--- src/rtl/add_pipe_if.sv ---
// Valid/ready bus for the segmented pipelined adder: operand beat in, result beat out.
interface add_pipe_if #(
    parameter int WIDTH = 32
) ();
    logic             in_valid;
    logic             in_ready;
    logic [WIDTH-1:0] in_a;
    logic [WIDTH-1:0] in_b;
    logic             in_cin;
    logic             in_sub;
    logic             out_valid;
    logic             out_ready;
    logic [WIDTH-1:0] out_sum;
    logic             out_cout;
    logic             out_ovf;

    modport master (
        output in_valid, in_a, in_b, in_cin, in_sub, out_ready,
        input  in_ready, out_valid, out_sum, out_cout, out_ovf
    );

    modport slave (
        input  in_valid, in_a, in_b, in_cin, in_sub, out_ready,
        output in_ready, out_valid, out_sum, out_cout, out_ovf
    );
endinterface

--- src/rtl/add_pipe.sv ---
// WIDTH-bit add/subtract split into SEGS carry-linked segments, one register stage each,
// with a collapsing valid/ready pipeline (full throughput, lossless backpressure).
module add_pipe #(
    parameter int WIDTH = 32,
    parameter int SEGS  = 4
) (
    input  logic       clk,
    input  logic       rst,
    add_pipe_if.slave  bus
);
    if (SEGS < 1 || SEGS > WIDTH || WIDTH < 2) begin : g_bad_params
        $error("add_pipe: need WIDTH >= 2 and 1 <= SEGS <= WIDTH");
    end else if (WIDTH % SEGS != 0) begin : g_bad_split
        $error("add_pipe: SEGS must divide WIDTH exactly");
    end

    localparam int SW = (SEGS >= 1) ? WIDTH / SEGS : 1;

    // Stage k sees only operand bits not yet consumed, so its slice is always at [SW-1:0].
    for (genvar k = 0; k < SEGS; k++) begin : g_stage
        localparam int RI = WIDTH - k * SW;
        localparam int SO = (k + 1) * SW;

        logic [RI-1:0] a_i;
        logic [RI-1:0] b_i;
        logic          c_i;
        logic          v_i;
        logic [SW:0]   seg;
        logic [SO-1:0] s_n;
        logic          rdy;
        logic          rdy_nx;
        logic          v_q;
        logic          c_q;
        logic [SO-1:0] s_q;

        if (k == 0) begin : g_head
            assign a_i = bus.in_a;
            assign b_i = bus.in_sub ? ~bus.in_b : bus.in_b;
            assign c_i = bus.in_sub ^ bus.in_cin;
            assign v_i = bus.in_valid;
            assign s_n = seg[SW-1:0];
        end else begin : g_tail
            assign a_i = g_stage[k-1].g_fwd.a_q;
            assign b_i = g_stage[k-1].g_fwd.b_q;
            assign c_i = g_stage[k-1].c_q;
            assign v_i = g_stage[k-1].v_q;
            assign s_n = {seg[SW-1:0], g_stage[k-1].s_q};
        end

        assign seg = {1'b0, a_i[SW-1:0]} + {1'b0, b_i[SW-1:0]} + {{SW{1'b0}}, c_i};
        // An empty stage always accepts, so bubbles collapse under a stalled output.
        assign rdy = !v_q || rdy_nx;

        // NOTE: sequential state uses non-blocking assignments so every stage samples
        // its predecessor's pre-edge value; blocking here would smear a beat across stages.
        always_ff @(posedge clk or posedge rst) begin
            if (rst) begin
                v_q <= 1'b0;
                c_q <= 1'b0;
                s_q <= '0;
            end else if (rdy) begin
                v_q <= v_i;
                if (v_i) begin
                    c_q <= seg[SW];
                    s_q <= s_n;
                end
            end
        end

        if (k < SEGS - 1) begin : g_fwd
            logic [RI-SW-1:0] a_q;
            logic [RI-SW-1:0] b_q;

            assign rdy_nx = g_stage[k+1].rdy;

            always_ff @(posedge clk or posedge rst) begin
                if (rst) begin
                    a_q <= '0;
                    b_q <= '0;
                end else if (rdy && v_i) begin
                    a_q <= a_i[RI-1:SW];
                    b_q <= b_i[RI-1:SW];
                end
            end
        end else begin : g_last
            logic ovf_q;

            assign rdy_nx = bus.out_ready;

            // The last slice's top bits are the operand sign bits.
            always_ff @(posedge clk or posedge rst) begin
                if (rst) begin
                    ovf_q <= 1'b0;
                end else if (rdy && v_i) begin
                    ovf_q <= (a_i[SW-1] == b_i[SW-1]) && (seg[SW-1] != a_i[SW-1]);
                end
            end
        end
    end

    assign bus.in_ready  = g_stage[0].rdy;
    assign bus.out_valid = g_stage[SEGS-1].v_q;
    assign bus.out_sum   = g_stage[SEGS-1].s_q;
    assign bus.out_cout  = g_stage[SEGS-1].c_q;
    assign bus.out_ovf   = g_stage[SEGS-1].g_last.ovf_q;
endmodule

--- src/flat_wrapper.sv ---
// flat-port wrapper written by rule: the top's interface ports become plain ports
module add_pipe_flat 
#(
    parameter int WIDTH = 32,
    parameter int SEGS  = 4
)
  (clk, rst, bus_in_valid, bus_in_a, bus_in_b, bus_in_cin, bus_in_sub, bus_out_ready, bus_in_ready, bus_out_valid, bus_out_sum, bus_out_cout, bus_out_ovf);
  add_pipe_if #(.WIDTH(WIDTH)) bus_i ();
  input  logic clk;
  input  logic rst;
  input wire logic [$bits(bus_i.in_valid)-1:0] bus_in_valid;
  input wire logic [$bits(bus_i.in_a)-1:0] bus_in_a;
  input wire logic [$bits(bus_i.in_b)-1:0] bus_in_b;
  input wire logic [$bits(bus_i.in_cin)-1:0] bus_in_cin;
  input wire logic [$bits(bus_i.in_sub)-1:0] bus_in_sub;
  input wire logic [$bits(bus_i.out_ready)-1:0] bus_out_ready;
  output wire logic [$bits(bus_i.in_ready)-1:0] bus_in_ready;
  output wire logic [$bits(bus_i.out_valid)-1:0] bus_out_valid;
  output wire logic [$bits(bus_i.out_sum)-1:0] bus_out_sum;
  output wire logic [$bits(bus_i.out_cout)-1:0] bus_out_cout;
  output wire logic [$bits(bus_i.out_ovf)-1:0] bus_out_ovf;
  assign bus_i.in_valid = bus_in_valid;
  assign bus_i.in_a = bus_in_a;
  assign bus_i.in_b = bus_in_b;
  assign bus_i.in_cin = bus_in_cin;
  assign bus_i.in_sub = bus_in_sub;
  assign bus_i.out_ready = bus_out_ready;
  assign bus_in_ready = bus_i.in_ready;
  assign bus_out_valid = bus_i.out_valid;
  assign bus_out_sum = bus_i.out_sum;
  assign bus_out_cout = bus_i.out_cout;
  assign bus_out_ovf = bus_i.out_ovf;
  add_pipe #(.WIDTH(WIDTH), .SEGS(SEGS)) u_core (.clk(clk), .rst(rst), .bus(bus_i));
endmodule
--- config.mk ---
export PLATFORM = sky130hd
export DESIGN_NAME = add_pipe_flat
export DESIGN_NICKNAME = d
export VERILOG_FILES = /design/src/rtl/add_pipe_if.sv /design/src/rtl/add_pipe.sv /design/src/flat_wrapper.sv
export SDC_FILE = /design/constraint.sdc
export NUM_CORES = 1
export LEC_CHECK = 0
export BUFFER_PORTS_ARGS = -buffer_cell sky130_fd_sc_hd__buf_2
export CORE_MARGIN = 3
export CORE_UTILIZATION = 54
export CTS_BUF_LIST = sky130_fd_sc_hd__clkbuf_8
export CTS_CLUSTER_DIAMETER = 50
export CTS_CLUSTER_SIZE = 40
export DETAILED_ROUTE_END_ITERATION = 10
export GPL_ROUTABILITY_DRIVEN = 0
export PLACE_DENSITY_LB_ADDON = 0.05
export SYNTH_ARGS = -nofsm -noshare
export SYNTH_HDL_FRONTEND = slang
export SYNTH_SLANG_ARGS = --single-unit
--- constraint.sdc ---
create_clock -name clk -period 5.4 [get_ports clk]
set_input_delay 0.27 -clock clk [delete_from_list [all_inputs] [get_ports clk]]
set_output_delay 0.27 -clock clk [all_outputs]
set_load 0.05 [all_outputs]
## Word level (Yosys, flattened, before mapping)

Index checks and enable logic that the tools add are counted.
W data, S select, Z words.

- $add $sub $neg: 8
- Eq/ne operators: 2
- Mux-type cells: 1
- Bitwise logic cells: 2
- Reductions and logical operators: 17

Operators with widths:

| operator | count |
|---|---|
| $add A8 B8 Y9 | 4 |
| $add A9 B1 Y9 | 4 |
| $mux W32 | 1 |
| $not A32 Y32 | 1 |
| $reduce_and A2 Y1 | 4 |
| $logic_and A1 B1 Y1 | 5 |
| $logic_not A1 Y1 | 4 |
| $logic_or A1 B1 Y1 | 4 |
| $eq A1 B1 Y1 | 1 |
| $ne A1 B1 Y1 | 1 |
| $xor A1 B1 Y1 | 1 |

- Flip-flop bits (word level): 185
- Input bits: 70
- Output and inout port bits: 36

## Longest topological paths before layout

- Depth in word-level cells: 6
- Mapped depth: 11
- Mapped depth without buffers: 9

## Least setup slack after synthesis

OpenSTA, ideal clock, no wires.

- Path type: input port to flip-flop
- From: in bus_in_sub
- To: reg u_core.g_stage[0].c_q
- Library setup time: 134 ps
- Arrival: 2,313 ps
- Required time: 5,266 ps
- Path slack: 2,953 ps
- Stages: 11
- Path buffers: 2
- Path through: buf_2 > buf_2 > xor2_1 > fa_1 > inv_1 > fa_1 > nor2b_4 > o31ai_4 > a21oi_2 > a2111oi_0 > nor3_1

- Cells in the longest elaborated chain, start to end: 3
- Elaborated cells on any way between the ends: 4
- Classes of those cells: add/sub (2); mux (1); bitwise (1)

RTL lines:

| what | line | RTL |
|---|---|---|
| from (decl) | flat_wrapper.sv:15 | `input wire logic [$bits(bus_i.in_sub)-1:0] bus_in_sub;` |
| $mux W32 | add_pipe.sv:38 | `assign b_i = bus.in_sub ? ~bus.in_b : bus.in_b;` |
| $add A8 B8 Y9 | add_pipe.sv:50 | `assign seg = {1'b0, a_i[SW-1:0]} + {1'b0, b_i[SW-1:0]} + {{SW{1'b0}}, c_i};` |
| $add A9 B1 Y9 (*) | add_pipe.sv:50 |  |
| to (signal assigned) | add_pipe.sv:64 | `c_q <= seg[SW];` |
| to (decl) | add_pipe.sv:33 | `logic c_q;` |

Mark *: on every way between the ends. The rest lies on a longest branch, timed or not.
A chain may end at the register's enable or synchronous reset.

## Worst setup path in the final report

Ends and elaborated chain as after synthesis.

==> summary.txt <==
Setup path
  – Crit-path cells: buf_2 -> xor2_1 -> fa_1 -> inv_1 -> fa_1 -> nor2b_4 -> o31ai_4 -> a21oi_2 -> a2111oi_0 -> nor3_1
  – CP most frequent cell: fa_1
  – Worst Path Arrival: between 2 and 3 ns
  – Startpoint types: input pin
  – CP max FO: 33
  – Bufs and invs on worst path: 2
  – CP delay by family, top: buffers and inverters
  – Data required time at the worst endpoint: around 5.7 ns
  – Crit end category: register
  – Crit-path max cell delay: approximately 0.7 ns
  – CP Class: in -> reg
  – Slowest-stage cell, CP: buf_2

Synthesis
  – Synthesized area: approximately 0.0084 mm²
  – Post-synth EDFFs: 0
  – Syn Inst Count: between 600 and 700
  – Synth async-reset ratio: between 90% and 100%
  – Synth warnings: 0
  – Syn nets: 752
  – Post-synth cell types: 47
  – Flops & latches, synth: 185
  – Most used DFF post-synth: dfrtp_1
  – Seq/Total Area, Yosys: 54.98%
  – Syn avg cell area: about 13 µm²

Cells and area
  – NumNets Final: between 800 and 900
  – Ant diodes: 0
  – Layout cells sized above 1: between 20% and 30%
  – Number of fill cells in the layout: 1247
  – Leading cell types in the layout, fill and taps excluded: dfrtp_1, buf_2, mux2_1
  – Final instance area: 0.009677 mm²
  – Area added between synthesis and finish: 14.92%
  – Most common cell after layout, fill and taps aside: dfrtp_1

Route
  – Number of remaining DRC errors: 0
  – Detailed Routing Iterations Pass 1: 4
  – Routed Antenna Nets: 0
  – Vias per Instance: 5.352
  – Vias: slightly above 5k
  – DRT Wirelength: approximately 15 mm
  – Drt wl/cell: roughly 16 µm
  – 1st-iter DRT viols: roughly 230

CTS
  – Num Clock Sinks: about 190
  – Num CTS Buffers: 17
  – Hold Buf Count CTS: 19
  – Post-CTS setup buffer count: 0
  – Clock-pin slew on the worst setup and hold paths: 0.09 ns
  – # H-tree levels: 4
  – Clock Path Buffers: 2
  – PostCTS Resize Cnt: 0
  – CTS tree: built
  – Root buf cell: clkbuf_8
  – Worst-Skew Late Latency: between 0.4 and 0.5 ns

GRT
  – Total gr overflow: 0
  – Antenna violations before repair: 0
  – GRT Resource Usage Total: a little under a fifth
  – First-pass GRT wire length: 25.65 mm
  – Largest net degree at the start of global routing: 90
  – Vias in the first global route: approximately 5.3k

STA
  – Part of the cycle the worst path needs: between 40% and 50%
  – Final hold vios: 0
  – Setup TNS: 0 ns
  – WHS: between 0.03 and 0.04 ns
  – Final Setup Violations: 0
  – Clock Skew: around 0.009 ns
  – Maximum operating frequency: 0.3916 GHz
  – Slew Limit Fails: 0
  – Min cycle time layout: roughly 2.6 ns
  – Slew headroom: 25.53%
  – RSZ-0062 raised after global routing: false
  – Worst Tran Pin Value: about 1.1 ns

Power
  – Sw power: around 0.0019 W
  – Logic pwr share: 37.8%
  – Internal: between 0.003 and 0.004 W
  – Switching Fraction: between 30% and 40%
  – Leak: ~4.4 nW
  – Pwr Density: between 500 and 600 mW/mm²
  – Clock power frac: 20.2%
  – Max VDD drop: between 200 and 250 µV
  – Reg power frac: 42.0%

Placement
  – Port bufs: roughly 110
  – Dpl cell area: about 0.0090 mm²
  – Hpwl dp: 10.38 mm

Floorplan
  – Die width: about 130 µm
  – Io pins: 106
  – Initial Util: 55.39%
  – Die Ht: 130.9 µm
  – Core ar.: roughly 0.015 mm²
  – # rows: 45
  – Die area: 0.01713 mm²

Hold path
  – Hold WC Path Type: in -> reg

Job
  – Number of max-cap violations: 0

Run status
  – Outcome: completed
-- cells in the mapped netlist, types with 4 or more instances --
| master | instances | area [µm²] |
|---|---|---|
| nor3_1 | 5 | 25.02 |
| mux2_2 | 59 | 664.4 |
| a21oi_1 | 18 | 90.09 |
| a211oi_1 | 7 | 52.55 |
| mux2_1 | 67 | 754.5 |
| o21ai_1 | 12 | 60.06 |
| dfrtp_1 | 185 | 4629 |
| nand2b_1 | 6 | 37.54 |
| nor2_1 | 16 | 60.06 |
| buf_2 | 12 | 60.06 |
| fa_1 | 8 | 160.2 |
| xnor2_1 | 27 | 236.5 |
| o31ai_1 | 4 | 30.03 |
| buf_4 | 11 | 82.58 |
| o21ai_0 | 46 | 230.2 |
| inv_1 | 11 | 41.29 |
| nand2_1 | 56 | 210.2 |
| a21o_1 | 5 | 37.54 |
| ha_1 | 28 | 350.3 |
| xor2_1 | 24 | 210.2 |
-- worst paths after layout --
kind,startpoint,endpoint,slack [ns],cells after the start
max in group asynchronous,rst,u_core.g_stage[1].s_q[1],3.71,4
max,bus_in_sub,u_core.g_stage[0].c_q,2.85,10
max reg2reg,u_core.g_stage[1].g_fwd.b_q[0],u_core.g_stage[2].s_q[22],2.90,7
min,bus_in_a[26],u_core.g_stage[0].g_fwd.a_q[18],0.04,2
min reg2reg,u_core.g_stage[2].s_q[19],u_core.g_stage[2].s_q[19],0.48,2
min in group asynchronous,rst,u_core.g_stage[1].g_fwd.a_q[7],0.52,3
-- sequential cells by signal, indices dropped and copies added, names as in the netlist, 3 cells and up --
signal                    flops
u_core.g_stage.s_q           48
u_core.g_stage.c_q            3
u_core.g_stage.v_q            3
u_core.bus.out_sum           32
u_core.g_stage.g_fwd.b_q     48
u_core.g_stage.g_fwd.a_q     48
-- power by group through the flow --
stage                     clock, W  sequential (W)  combinational (W)
after global placement           0         0.00214            0.00187
after CTS                  0.00106         0.00214            0.00194
after floorplan                  0         0.00253            0.00111
final                      0.00103         0.00213            0.00192
after global routing       0.00112         0.00219            0.00212
after detailed placement         0         0.00216            0.00192
-- logic make-up after synthesis --
family                     share of synthesized area, %
xor gates and xnor gates                          5.305
adders and majority gates                         6.062
buffers and inverters                             2.689
muxes                                             16.85
DFF                                               54.98
AOI/OAI and AO/OA                                 8.633
and+or+nand+nor                                   5.483
-- metal layers --
metal | GRT usage [%] | share of wire [%] | wire (µm)
met5 | 0 | 0 | 0
met1 | 25.53 | 45 | 6829
met3 | 5.366 | 5.4 | 819
met4 | 5.263 | 1.1 | 162
met2 | 31.22 | 48 | 7285
-- per-stage QoR --
step / total power, W / instances / util (%) / setup slack [ns]
after floorplan: 0.003637 / 646 / - / 0.1013
after global placement: 0.004012 / 914 / 59.39 / 2.422
after detailed placement: 0.004081 / 914 / 59.39 / 2.350
after CTS: 0.005134 / 965 / 63.65 / 2.855
after global routing: 0.005433 / 965 / 63.65 / 2.695
final: 0.005068 / 965 / 63.65 / 2.847
-- area by class of cell --
type | count | area (µm²) | share of cell area [%]
flip-flops and latches | 185 | 4629 | 47.84
multi-input cells | 422 | 3570 | 36.89
repair buffers | 127 | 738.2 | 7.629
clock buffers | 21 | 289.0 | 2.987
well taps | 188 | 235.2 | 2.431
clock inverters | 11 | 168.9 | 1.746
inverters | 11 | 46.29 | 0.4784
Note: power is estimated with default switching activity, not from simulation.
